--- src/rtl/lc3b_btb.sv ---
// lc3b_btb: two-way set-associative branch target buffer.
// Combinational fetch lookup, single-cycle update writes, one LRU bit per
// set, and a flush that invalidates every entry.
module lc3b_btb #(
  parameter int unsigned SETS = 4
) (
  input  logic        clk,
  input  logic        rst_n,
  input  logic [15:0] fetch_pc,
  input  logic        fetch_valid,
  output logic        btb_hit,
  output logic [15:0] btb_target,
  input  logic        load_btb,
  input  logic [15:0] update_pc,
  input  logic [15:0] update_target,
  input  logic        flush
);

  localparam int unsigned IDX = $clog2(SETS);
  localparam int unsigned TW  = 15 - IDX;

  // Per-set state: valid bit per way, LRU bit names the way to evict next.
  logic [SETS-1:0][1:0] valid_q;
  logic [SETS-1:0]      lru_q;
  logic [TW-1:0]        tag_q    [SETS][2];
  logic [15:0]          target_q [SETS][2];

  logic [IDX-1:0] f_idx;
  logic [IDX-1:0] u_idx;
  logic [TW-1:0]  f_tag;
  logic [TW-1:0]  u_tag;
  logic [1:0]     f_match;
  logic [1:0]     u_match;
  logic           hit_way;
  logic           victim;

  // Word-aligned PCs: bit 0 carries no information.
  logic unused_lsbs;
  assign unused_lsbs = fetch_pc[0] ^ update_pc[0];

  assign f_idx = fetch_pc[IDX:1];
  assign f_tag = fetch_pc[15:IDX+1];
  assign u_idx = update_pc[IDX:1];
  assign u_tag = update_pc[15:IDX+1];

  // Fetch lookup: way 0 takes precedence should both ways ever match.
  always_comb begin
    f_match[0] = valid_q[f_idx][0] && (tag_q[f_idx][0] == f_tag);
    f_match[1] = valid_q[f_idx][1] && (tag_q[f_idx][1] == f_tag);
    btb_hit    = |f_match;
    hit_way    = !f_match[0];
    if (f_match[0])
      btb_target = target_q[f_idx][0];
    else if (f_match[1])
      btb_target = target_q[f_idx][1];
    else
      btb_target = '0;
  end

  // Write way selection: existing entry first, then free way, then LRU.
  always_comb begin
    u_match[0] = valid_q[u_idx][0] && (tag_q[u_idx][0] == u_tag);
    u_match[1] = valid_q[u_idx][1] && (tag_q[u_idx][1] == u_tag);
    if (u_match[0])
      victim = 1'b0;
    else if (u_match[1])
      victim = 1'b1;
    else if (!valid_q[u_idx][0])
      victim = 1'b0;
    else if (!valid_q[u_idx][1])
      victim = 1'b1;
    else
      victim = lru_q[u_idx];
  end

  // Valid and LRU state; flush beats load and touch, a load's LRU write
  // lands after the touch so it wins when both hit the same set.
  always_ff @(posedge clk or negedge rst_n) begin
    if (!rst_n) begin
      valid_q <= '0;
      lru_q   <= '0;
    end else if (flush) begin
      valid_q <= '0;
      lru_q   <= '0;
    end else begin
      if (fetch_valid && btb_hit)
        lru_q[f_idx] <= ~hit_way;
      if (load_btb) begin
        valid_q[u_idx][victim] <= 1'b1;
        lru_q[u_idx]           <= ~victim;
      end
    end
  end

  // Tag and target storage, not reset; qualified by the valid bits.
  always_ff @(posedge clk) begin
    if (load_btb && !flush) begin
      tag_q[u_idx][victim]    <= u_tag;
      target_q[u_idx][victim] <= update_target;
    end
  end

endmodule

--- config.mk ---
export PLATFORM = sky130hd
export DESIGN_NAME = lc3b_btb
export DESIGN_NICKNAME = d
export VERILOG_FILES = /design/src/rtl/lc3b_btb.sv
export SDC_FILE = /design/constraint.sdc
export NUM_CORES = 1
export LEC_CHECK = 0
export ABC_AREA = 1
export CAP_MARGIN = 20
export CORE_MARGIN = 2
export CORE_UTILIZATION = 56
export CTS_BUF_LIST = sky130_fd_sc_hd__clkbuf_4 sky130_fd_sc_hd__clkbuf_8
export DETAILED_ROUTE_END_ITERATION = 8
export PLACE_DENSITY = 0.88
export SKIP_LAST_GASP = 1
export SYNTH_ARGS = -nofsm -noshare
export SYNTH_HDL_FRONTEND = slang
export SYNTH_SLANG_ARGS = --single-unit
export TNS_END_PERCENT = 100
--- constraint.sdc ---
create_clock -name clk -period 5.7 [get_ports clk]
set_clock_uncertainty 0.2 [all_clocks]
set_input_delay 1.71 -clock clk [delete_from_list [all_inputs] [get_ports clk]]
set_output_delay 1.71 -clock clk [all_outputs]
set_load 0.05 [all_outputs]
==> qor.yml <==
outcome: "finished clean"
fp.dieW_um: 149
max_freq_ghz: 0.176
yosysMostFrequentCell: "nand2_1"
criticalPathCategory: "in2out"
row_count: 52
synth_top_cell_by_area: "edfxtp_1"
synth_async_sr_flop_share_pct: 4.92
cp_slowest_cell: "mux2i_2"
start_util_pct: 57.4
grt_pass1_wl_um: 49000
seq_area_frac_synth_pct: 62.1
dieArea_mm2: 0.0221
p_comb_share_pct: 11.6
final_antenna_net_count: 0
switching_share_pct: 25.0
wire_per_inst_um: 20.1
setup_viol: 0
path_cells: "buf_16 > inv_12 > buf_12 > buf_6 > nand2_1 > nand2_1 > nand2_2 > nand2_1 > nand2_2 > nand2_2 > nor2_4 > nand2_2 > nor2_4 > nand2_4 > buf_12 > mux2i_2 > buf_4 > buf_12"
finalHoldViolations: 0
drt_iter0_drc: 1146
route.vias.total: 9917
ys.flop_type: "edfxtp_1"
fillers: 1331
synthTopCellsByCount: "nand2_1, edfxtp_1, inv_1"
crit_fanout: 7
drc_errors: 0
grt_setup_unrepaired: "yes"
end_kind: "primary output"
ys_ff_latch: 244
cp.arrival_ps: 3780
slew_headroom_pct: 57.2
p_seq_share_pct: 51.3
cts_max_level: 2
required_ps: 3790
post-route-util_pct: 72.9
hold_ws_ps: 327
finalSetupTns_ps: 0
hp-class: "reg2reg"
drive_gt1_share_pct: 19.9
crit_family: "buffers and inverters"
synth_edf_count: 232
core-area_mm2: 0.0204
io-pin-count: 70
drv_slew: 0
clk_pin_slew_worst_paths_ps: 60
intPower_mw: 2.92
worst_pin_slew_ps: 640
clockBufferDepth: 3
grt_antenna_before_repair: 0
peakVddDrop_v: 0.000238
avgSynthCellArea_um2: 9.53
cts_hold_buffers: 0
synth_cells: 1228
ys_warn_count: 0
dr.pass1.iters: 8
drv_cap: 0
start_kind: "primary input"
yosysTopAreaCellShare_pct: 59.6
cpMostUsedCell: "nand2_2"
chipHeight_um: 149
gp_congestion: 0.975
cts_tree: "built"
via_per_inst: 5.84
dpl_worst_slack_ps: -461
grt_max_degree: 62
grt_usage_pct: 29.3
clk_latency_ps: 560
synth_area_mm2: 0.0117
cts_root_buffer: "clkbuf_8"
power_density_mw_per_mm2: 263
clkSinkCount: 244
period_needed_ps: 5690
hpwl_um: 20700
finalPower_mw: 3.90
grt_pass1_vias: 9505
synthToLayoutAreaGrowth_pct: 26.9
numCtsBuffers: 39
p_leak_nw: 6.45
diodes: 0
nNetsFinal: 1456
yosys-top-cells-area: "edfxtp_1, nand2_1, nand3_1"
ys_types: 30
fin_ws_ps: 11.6
worst-path-buf-inv: 7
wl_um: 34200
syn_nets: 1281
clock_power_share_pct: 37.2
min_period_over_period_pct: 99.8
crit_path_max_incr_delay_ps: 190
io_buffers: 67
p_switching_mw: 0.976
overflow: 0
-- final timing paths --
| check | startpoint | endpoint | slack [ps] | cells after the start |
|---|---|---|---|---|
| max reg2reg | tag_q[0][16]$_DFFE_PP_ | target_q[2][25]$_DFFE_PP_ | 2730 | 13 |
| max | fetch_pc[1] | btb_target[15] | 10 | 18 |
| max in group asynchronous | rst_n | valid_q[4]$_DFFE_PN0P_ | 3590 | 1 |
| min | valid_q[1]$_DFFE_PN0P_ | valid_q[1]$_DFFE_PN0P_ | 330 | 2 |
| min reg2reg | valid_q[1]$_DFFE_PN0P_ | valid_q[1]$_DFFE_PN0P_ | 330 | 2 |
| min in group asynchronous | rst_n | lru_q[1]$_DFF_PN0_ | 1320 | 1 |
-- tightest hold or removal path, cell delays in order, from the launching register on --
cell	delay, ps
dfrtp_1	380
nand2_1	60
nand2_1	50
-- cell type report --
| type | instances | area, µm² | share of cell area, % |
|---|---|---|---|
| inverters | 100 | 403 | 2.71 |
| multi-input cells | 837 | 4020 | 27.1 |
| flip-flops and latches | 244 | 7270 | 48.9 |
| repair buffers | 180 | 2070 | 14.0 |
| repair inverters | 1 | 7.51 | 0.0506 |
| well taps | 270 | 338 | 2.28 |
| clock inverters | 18 | 126 | 0.851 |
| clock buffers | 48 | 611 | 4.11 |
-- power groups by stage --
stage,registers (mW),clock network [mW],logic (mW)
after floorplan,2.03,0,0.210
after global placement,2.03,0,0.369
after global routing,2.00,1.53,0.486
after detailed placement,2.04,0,0.381
final,2.00,1.45,0.451
after CTS,2.00,1.45,0.392
-- layout by cell type, fill, tap and decap left out, types with 7 or more instances in the layout --
cell / n
nand2_1: 467
edfxtp_1: 232
inv_1: 92
buf_4: 84
nand3_1: 67
nor2_1: 60
o21ai_0: 46
nand2_2: 45
clkdlybuf4s50_1: 44
clkbuf_8: 40
a22o_1: 34
buf_12: 29
o21ai_1: 26
a22oi_1: 15
a21oi_1: 15
dfrtp_1: 12
nand3_2: 9
nor2_2: 9
clkinv_1: 9
a221oi_1: 8
clkbuf_4: 8
clkbuf_16: 8
mux2i_2: 7
-- layer usage --
metal  global-route usage (%)  part of all wire [%]
met1                     36.0                    36
met2                     50.6                    49
met3                     5.40                   9.6
met4                     13.7                   5.8
met5                        0                     0
-- stage by stage --
| step | instances | cell area [µm²] |
|---|---|---|
| finish | 1698 | 14800 |
| global route | 1698 | 14800 |
| CTS | 1683 | 14300 |
| detailed placement | 1612 | 13400 |
| global placement | 1612 | 13400 |
| floorplan | 1228 | 11700 |
-- sequential cells by signal, summed over array words and instances, names as in the netlist --
name	flops
tag_q	104
target_q	128
lru_q	4
valid_q	8
-- logic make-up (layout without fill, tap and decap cells) --
group / count (synthesis) / count (layout) / share of synthesized area, %
AO/OA/AOI/OAI: 155 / 155 / 8.44
XOR/XNOR: 5 / 5 / 0.374
buffers and inverters: 147 / 347 / 5.70
flip-flops: 244 / 244 / 62.1
multiplexers: 8 / 8 / 0.685
AND/OR/NAND/NOR: 669 / 669 / 22.7
-- what timing repair did --
action	CTS	global route
pin swaps	7	30
resized for setup	26	105
setup endpoints to repair	17	17
gates cloned	2	9
buffers inserted	3	7
hold endpoints to repair	0	0
(Power assumes the default switching activity.)
